**src/rtl/sauria_eoc_pkg.sv**
```systemverilog
// rtl/sauria_eoc_pkg.sv - shared types and register map for the end-of-computation unit
package sauria_eoc_pkg;

    typedef enum logic [1:0] {
        IDLE    = 2'd0,
        RUN     = 2'd1,
        DONE    = 2'd2,
        TIMEOUT = 2'd3
    } state_e;

    // Word indices (byte offset >> 2) inside the unit's 64-byte window
    localparam logic [3:0] IDX_CTRL   = 4'd0;
    localparam logic [3:0] IDX_STATUS = 4'd1;
    localparam logic [3:0] IDX_EXIT   = 4'd2;
    localparam logic [3:0] IDX_LIMIT  = 4'd3;
    localparam logic [3:0] IDX_COUNT  = 4'd4;
    localparam logic [3:0] IDX_KICK   = 4'd5;

    localparam int unsigned CTRL_START_BIT     = 0;
    localparam int unsigned CTRL_CLEAR_BIT     = 1;
    localparam int unsigned STATUS_EOC_BIT     = 0;
    localparam int unsigned STATUS_TIMEOUT_BIT = 1;
    localparam int unsigned STATUS_RUNNING_BIT = 2;

endpackage

```
**src/rtl/sauria_eoc_unit.sv**
```systemverilog
// rtl/sauria_eoc_unit.sv - end-of-computation register block with exit-code latch and heartbeat watchdog
module sauria_eoc_unit
    import sauria_eoc_pkg::*;
#(
    parameter int unsigned AddrWidth = 32,
    parameter int unsigned CntWidth  = 32
) (
    input  logic                 clk_i,
    input  logic                 rst_ni,
    input  logic                 req_valid_i,
    output logic                 req_ready_o,
    input  logic                 req_write_i,
    input  logic [AddrWidth-1:0] req_addr_i,
    input  logic [31:0]          req_wdata_i,
    output logic                 rsp_valid_o,
    output logic [31:0]          rsp_rdata_o,
    output logic                 rsp_error_o,
    output logic                 eoc_o,
    output logic [30:0]          exit_code_o,
    output logic                 timeout_o,
    output logic                 irq_o
);

    state_e              state_q, state_d;
    logic [CntWidth-1:0] count_q, count_d;
    logic [CntWidth-1:0] limit_q, limit_d;
    logic [30:0]         code_q, code_d;
    logic                rsp_valid_q, rsp_error_q, irq_q;
    logic [31:0]         rsp_rdata_q, rdata_d;

    logic       accept, mapped, wr;
    logic [3:0] widx;
    logic       do_start, do_clear, do_exit, do_kick, wr_limit;
    logic       finished, timeout_hit;
    logic       unused_addr;

    assign req_ready_o = !rsp_valid_q;
    assign accept      = req_valid_i && !rsp_valid_q;
    assign widx        = req_addr_i[5:2];
    assign mapped      = (widx <= IDX_KICK);
    assign wr          = accept && req_write_i && mapped;

    assign do_start = wr && (widx == IDX_CTRL) && req_wdata_i[CTRL_START_BIT];
    assign do_clear = wr && (widx == IDX_CTRL) && req_wdata_i[CTRL_CLEAR_BIT];
    assign do_exit  = wr && (widx == IDX_EXIT) && req_wdata_i[0];
    assign do_kick  = wr && (widx == IDX_KICK);
    assign wr_limit = wr && (widx == IDX_LIMIT);

    assign finished    = (state_q == DONE) || (state_q == TIMEOUT);
    // A kick landing on the expiry cycle rescues the program
    assign timeout_hit = (limit_q != '0) && (count_q >= limit_q - CntWidth'(1)) && !do_kick;

    assign unused_addr = ^{req_addr_i[AddrWidth-1:6], req_addr_i[1:0]};

    always_ff @(posedge clk_i or negedge rst_ni) begin
        if (!rst_ni) begin
            state_q <= IDLE;
        end else begin
            state_q <= state_d;
        end
    end

    always_comb begin
        state_d = state_q;
        case (state_q)
            IDLE: begin
                if (do_exit)       state_d = DONE;
                else if (do_start) state_d = RUN;
            end
            RUN: begin
                if (do_exit)          state_d = DONE;
                else if (timeout_hit) state_d = TIMEOUT;
            end
            DONE, TIMEOUT: begin
                if (do_clear) state_d = IDLE;
            end
            default: state_d = IDLE;
        endcase
    end

    always_comb begin
        eoc_o     = (state_q == DONE);
        timeout_o = (state_q == TIMEOUT);
    end

    always_comb begin
        count_d = count_q;
        limit_d = limit_q;
        code_d  = code_q;
        if (wr_limit) limit_d = req_wdata_i[CntWidth-1:0];
        if (finished && do_clear) begin
            count_d = '0;
            code_d  = '0;
        end else if (do_kick) begin
            count_d = '0;
        end else if ((state_q == RUN) && (state_d == RUN) && (count_q != '1)) begin
            count_d = count_q + CntWidth'(1);
        end
        if (!finished && do_exit) code_d = req_wdata_i[31:1];
    end

    always_comb begin
        rdata_d = '0;
        if (accept && !req_write_i) begin
            case (widx)
                IDX_STATUS: begin
                    rdata_d[STATUS_EOC_BIT]     = (state_q == DONE);
                    rdata_d[STATUS_TIMEOUT_BIT] = (state_q == TIMEOUT);
                    rdata_d[STATUS_RUNNING_BIT] = (state_q == RUN);
                end
                IDX_EXIT:  rdata_d = {code_q, state_q == DONE};
                IDX_LIMIT: rdata_d = 32'(limit_q);
                IDX_COUNT: rdata_d = 32'(count_q);
                default:   rdata_d = '0;
            endcase
        end
    end

    always_ff @(posedge clk_i or negedge rst_ni) begin
        if (!rst_ni) begin
            count_q     <= '0;
            limit_q     <= '0;
            code_q      <= '0;
            rsp_valid_q <= 1'b0;
            rsp_error_q <= 1'b0;
            rsp_rdata_q <= '0;
            irq_q       <= 1'b0;
        end else begin
            count_q     <= count_d;
            limit_q     <= limit_d;
            code_q      <= code_d;
            rsp_valid_q <= accept;
            rsp_error_q <= accept && !mapped;
            rsp_rdata_q <= rdata_d;
            irq_q       <= (state_d != state_q) && ((state_d == DONE) || (state_d == TIMEOUT));
        end
    end

    assign rsp_valid_o = rsp_valid_q;
    assign rsp_error_o = rsp_error_q;
    assign rsp_rdata_o = rsp_rdata_q;
    assign exit_code_o = code_q;
    assign irq_o       = irq_q;

endmodule

```
**config.mk**
```make
export PLATFORM = sky130hd
export DESIGN_NAME = sauria_eoc_unit
export DESIGN_NICKNAME = d
export VERILOG_FILES = /design/src/rtl/sauria_eoc_pkg.sv /design/src/rtl/sauria_eoc_unit.sv
export SDC_FILE = /design/constraint.sdc
export NUM_CORES = 1
export LEC_CHECK = 0
export CAP_MARGIN = 20
export CELL_PAD_IN_SITES_DETAIL_PLACEMENT = 0
export CELL_PAD_IN_SITES_GLOBAL_PLACEMENT = 1
export CORE_MARGIN = 5
export CORE_UTILIZATION = 40
export DETAILED_ROUTE_END_ITERATION = 16
export GPL_ROUTABILITY_DRIVEN = 0
export HOLD_SLACK_MARGIN = 0.02
export PLACE_DENSITY = 0.91
export SLEW_MARGIN = 10
export SYNTH_ARGS = -nofsm -noshare
export SYNTH_HDL_FRONTEND = slang
export SYNTH_SLANG_ARGS = --single-unit
```
**constraint.sdc**
```tcl
create_clock -name clk_i -period 5.5 [get_ports clk_i]
set_input_delay 1.375 -clock clk_i [delete_from_list [all_inputs] [get_ports clk_i]]
set_output_delay 1.375 -clock clk_i [all_outputs]
set_load 0.005 [all_outputs]
```
* After elaboration in Yosys (flattened, before gate mapping)
Cells that the tools add are included.
** Storage, ports and cells
- Input bits :: 68
- Logic and storage cells :: 71
- Flip-flop bits (word level) :: 132
- Output and inout port bits :: 69
** Cells by class
- Equal/unequal tests :: 13
- $add $sub $neg :: 2
- $lt $le $gt $ge :: 2
- Mux-type cells :: 14
- Reductions and logical operators :: 32
** Operators by type and width (number)
- $mux W32 :: 4
- $pmux W29 S3 :: 1
- $mux W31 :: 2
- $add A32 B1 Y32 const B :: 1
- $ge A32 B32 Y1 :: 1
- $ne A32 B32 Y1 const B :: 1
- $reduce_bool A32 Y1 :: 1
- $sub A32 B1 Y32 const B :: 1
- $logic_and A1 B1 Y1 :: 19
- $pmux W3 S4 :: 1
- $mux W2 :: 5
- $eq A2 B2 Y1 const B :: 4
- $eq A4 B2 Y1 const B :: 2
- $eq A4 B3 Y1 const B :: 2
- $pmux W2 S3 :: 1
- $logic_not A1 Y1 :: 5
- $eq A2 B1 Y1 const B :: 2
- $eq A4 B1 Y1 const B :: 1
- $le A4 B3 Y1 const B :: 1
- $logic_not A4 Y1 :: 1
- $reduce_bool A3 Y1 :: 1
- $logic_not A2 Y1 :: 1
- $logic_or A1 B1 Y1 :: 2
- $ne A2 B2 Y1 :: 1
- 2 further kinds :: 2

* Logic depth before layout (Yosys ltp)
- Depth after elaboration :: 16
- Gate-level depth with buffers :: 19
- Gate-level depth less buffers :: 16

* Least setup slack after synthesis
Ideal clock, no wire load.
- Path type :: register to register
- Start point :: register limit_q[3]
- End point :: register count_q[11]
- Arrival time :: 3.861 ns
- Setup time :: 0.066 ns
- Period minus slack after synthesis :: 3.927 ns
- Stages on the path, launching flop included :: 18
- Slack :: 1.573 ns
- Data required time :: 5.434 ns
- Buffers on the path :: 2
- Cells stage by stage :: dfrtp_1 -> nor3_1 -> nand3b_1 -> nor4_1 -> nand2_1 -> nor3_1 -> nand2_1 -> xor2_1 -> ha_1 -> a21oi_1 -> nand2_1 -> a221o_1 -> a211oi_1 -> a21oi_1 -> buf_6 -> buf_6 -> or4_1 -> nand2_1
** On the way
- Longest elaborated chain between the ends :: 11
- Elaborated cells between the ends (all ways) :: 12
- Those cells by class :: add/sub (1); order compare (1); eq/ne (1); mux (3); reduce/logical (6)
** Ends and longest elaborated chain
- start: declaration :: line sauria_eoc_unit.sv:26 : logic [CntWidth-1:0] limit_q, limit_d;
- start signal: assignment :: line sauria_eoc_unit.sv:130 : limit_q <= limit_d;
- $sub A32 B1 Y32 :: line sauria_eoc_unit.sv:51 : assign timeout_hit = (limit_q != '0) && (count_q >= limit_q - CntWidth'(1)) && !do_kick;
- $ge A32 B32 Y1 :: line sauria_eoc_unit.sv:51
- $logic_and A1 B1 Y1 (*) (2 in series) :: line sauria_eoc_unit.sv:51
- $mux W2 (*) :: line sauria_eoc_unit.sv:72 : else if (timeout_hit) state_d = TIMEOUT;
- $mux W2 (*) :: line sauria_eoc_unit.sv:71 : if (do_exit) state_d = DONE;
- $pmux W2 S3 (*) :: line sauria_eoc_unit.sv:65 : case (state_q)
- $eq A2 B1 Y1 (*) :: line sauria_eoc_unit.sv:96 : end else if ((state_q == RUN) && (state_d == RUN) && (count_q != '1)) begin
- $logic_and A1 B1 Y1 (*) (2 in series) :: line sauria_eoc_unit.sv:96
- $reduce_bool A3 Y1 (no source line) (*)
- end signal: assignment :: line sauria_eoc_unit.sv:129 : count_q <= count_d;
- end: declaration :: line sauria_eoc_unit.sv:25 : logic [CntWidth-1:0] count_q, count_d;
Mark *: on every way between the ends. The rest lies on a longest branch, timed or not.
A chain may end at the register's enable or synchronous reset.

* Final worst setup path
- Start point :: register limit_q[9]
- End point :: register count_q[12]
Same word-level chain as after synthesis.

==> out/qor.yml <==
synthesis:
  yosys_warnings: 0
  synthFlopType: "dfrtp_1"
  yosys_register_bits: 132
  syn_area_per_cell_um2: 9.72
  synth_largest_area_cell: "dfrtp_1"
  ys_async_sr_fraction_pct: 100
  syn_area_mm2: 0.00713
  yosys.cell_types.count: 56
  synth_area_leaders: "dfrtp_1 46%, ha_1 6.1%, nand2_1 5.4%"
  syn_inst: 734
  yosysSeqAreaShare_pct: 46.3
  synth_top_area_share_pct: 46.3
  synth_edf_count: 0
  synthesis.nets: 837
global_route:
  use_met3_pct: 3.83
  use_met1_pct: 26.3
  grtUsageTotal_pct: 19.3
  grt_overflow: 0
  grt_pass1_wl_um: 31600
  use_met2_pct: 30.9
  busiest_layer: "met2"
  antenna_found_initial: 0
  grt_max_degree: 98
  grt_pass1_vias: 6089
placed_design:
  port_buffers: 108
  hpwl_um: 13000
floorplanning:
  chipWidth_um: 144
  ios: 137
  row_count: 48
  die_height_um: 144
  start_util_pct: 40.9
  core_mm2: 0.0174
  dieArea_mm2: 0.0206
routing:
  drc: 0
  vias_per_cell: 5.75
  drtPass1Iterations: 7
  vias: 6161
  wl_um: 19000
  drt_iter0_drc: 477
  ant_nets: 0
  wl_per_cell_um: 17.7
critical_path:
  start_kind: "flip-flop"
  worstReg2RegStart: "limit_q[9]$_DFFE_PN0P_"
  worstSetupEndpoint: "count_q[12]$_DFFE_PN0P_"
  r2r_end: "count_q[12]$_DFFE_PN0P_"
  rr_worst_depth: 15
  reg2reg_slack_ns: 0.70
  path_class: "flip-flop to flip-flop"
  crit_required_ns: 5.76
  end_kind: "flip-flop"
  crit_start: "limit_q[9]$_DFFE_PN0P_"
  critPathArrivalTime_ns: 5.06
  path_max_fanout: 28
timing:
  rsz0062_at_grt: "no"
  min_period_ns: 4.80
  fin_skew_ns: 0.00683
  relSlewSlack_pct: 29.6
  tightest_slew_ns: 1.05
  finalCritPeriodShare_pct: 87.3
  hold_violations: 0
  holdWs_ns: 0.547
  drv_slew: 0
  fin_setup_tns_ns: 0
  setup_viol: 0
  fmaxAchievable_mhz: 208
pwr:
  leakagePower_uw: 0.00388
  powerDensity_mw_per_mm2: 314
  irDropWorstVdd_v: 0.000228
cts:
  cts-buffers-inserted: 17
  clk_latency_ns: 0.42
  cts_buffer_depth: 2
  post-cts-setup-buffer-count: 0
  cts_tree: "yes"
  cts_root_buf: "clkbuf_16"
  h-tree-depth: 4
  cts_hold_buf: 0
  clock_sinks: 132
  path_clk_slew_ns: 0.06
  ctsResizeCount: 0
final_layout:
  area_growth_pct: 28.4
  drive_gt1_share_pct: 11.3
  antennaDiodeCount: 0
  nNetsFinal: 937
job:
  timing.max_cap.violations: 0
min_path:
  hp-class: "flip-flop to flip-flop"
run_status:
  status: "complete, no violations"
worst min path at each step:
| stage | cells after the start | end | start |
|---|---|---|---|
| after floorplan | 1 | limit_q[1]$_DFFE_PN0P_ | limit_q[1]$_DFFE_PN0P_ |
| after global placement | 2 | exit_code_o[17]$_DFFE_PN0P_ | exit_code_o[17]$_DFFE_PN0P_ |
| after detailed placement | 2 | exit_code_o[2]$_DFFE_PN0P_ | exit_code_o[2]$_DFFE_PN0P_ |
| after CTS | 2 | exit_code_o[2]$_DFFE_PN0P_ | exit_code_o[2]$_DFFE_PN0P_ |
| after global routing | 2 | exit_code_o[12]$_DFFE_PN0P_ | exit_code_o[12]$_DFFE_PN0P_ |
| final | 2 | exit_code_o[2]$_DFFE_PN0P_ | exit_code_o[2]$_DFFE_PN0P_ |
registers in the layout, summed over array words and instances (netlist names):
name / count
rsp_valid_o: 1
exit_code_o: 31
state_q: 2
count_q: 32
limit_q: 32
rsp_error_o: 1
irq_o: 1
rsp_rdata_o: 32
cells in the mapped netlist, types with 2 or more instances:
cell       number
dfrtp_1       132
nand2_1       103
o21ai_0        55
nor2_1         48
a21oi_1        40
ha_1           35
clkbuf_1       32
mux2_2         32
a222oi_1       29
nand4_1        22
nand3_1        21
or3_1          21
xnor2_1        17
or4_1          16
nor3_1         15
xor2_1         13
o211ai_1       11
and3_1          9
inv_1           8
nor4_1          8
buf_2           7
and2_1          6
o31ai_1         5
a22oi_1         4
buf_1           4
and4_1          3
nand2b_1        3
a2111oi_0       2
buf_6           2
nor4_2          2
nor4bb_1        2
o21a_1          2
or4_4           2
placed cells by master (no fill, tap or decap), types with 3 or more instances in the layout:
master and instances:
a21oi_1 39, nand4_1 22, xnor2_1 17, nor3_1 15, a22oi_1 4, nand3_1 21, clkdlybuf4s50_1 107, nand2_1 103
a222oi_1 29, nor2_1 46, o211ai_1 11, and3_1 9, nand2b_1 3, and2_1 6, or4_1 16, buf_4 18
clkbuf_16 17, inv_1 8, bufinv_16 5, and4_1 3, clkbuf_1 4, o31ai_1 4, xor2_1 13, nor4_1 8
ha_1 35, dfrtp_1 132, or3_1 21, o21ai_0 55, mux2_2 32
layout make-up:
type	instances	area, µm²
Fill cell	1577	8260
Sequential cell	132	3300
Tap cell	225	282
Inverter	8	30.0
Multi-Input combinational cell	548	3660
Clock buffer	23	468
Clock inverter	9	175
Timing Repair Buffer	127	1240
per-layer routing:
metal / vias up / part of all wire [%]
met2: 190 / 48
met3: 28 / 5.9
met1: 3001 / 45
li1: 2942 / -
met5: - / 0
met4: 0 / 1.7
through the flow:
stage	utilization, %	total power (µW)	instances	setup WS, ns	instance area (µm²)
final	52.6	2870	1072	0.697	9160
after global routing	52.6	3010	1072	0.214	9160
after CTS	52.6	2900	1072	0.696	9160
after detailed placement	48.9	1650	1040	0.706	8510
after global placement	48.9	1630	1040	0.710	8510
after floorplan	-	1440	734	1.57	7130
where the power goes:
part / switching (µW) / internal, µW / total [µW]
registers: 74.1 / 1020 / 1090
logic: 287 / 249 / 536
clock network: 415 / 826 / 1240
cell families after synthesis:
family                   after synthesis  share of synthesized area (%)
AND/OR/NAND/NOR                      289                           20.6
AO/OA/AOI/OAI                        161                           14.9
flip-flops                           132                           46.3
buffers and inverters                 54                           3.19
adder cells (fa/ha/maj)               35                           6.14
multiplexers                          33                           5.19
XOR/XNOR                              30                           3.68
worst max-delay path: stages (launching register included):
cell	delay [ns]
dfrtp_1	0.45
or4_4	0.60
nor4_2	0.36
nand2b_1	0.22
nor2_1	0.21
nand2_1	0.14
nor4_1	0.26
xnor2_1	0.11
ha_1	0.33
nand4_1	0.13
nor4_1	0.47
o311ai_1	0.26
a21oi_4	0.60
buf_4	0.31
or3_1	0.13
a21oi_1	0.06
Note: power is estimated with default switching activity, not from simulation.
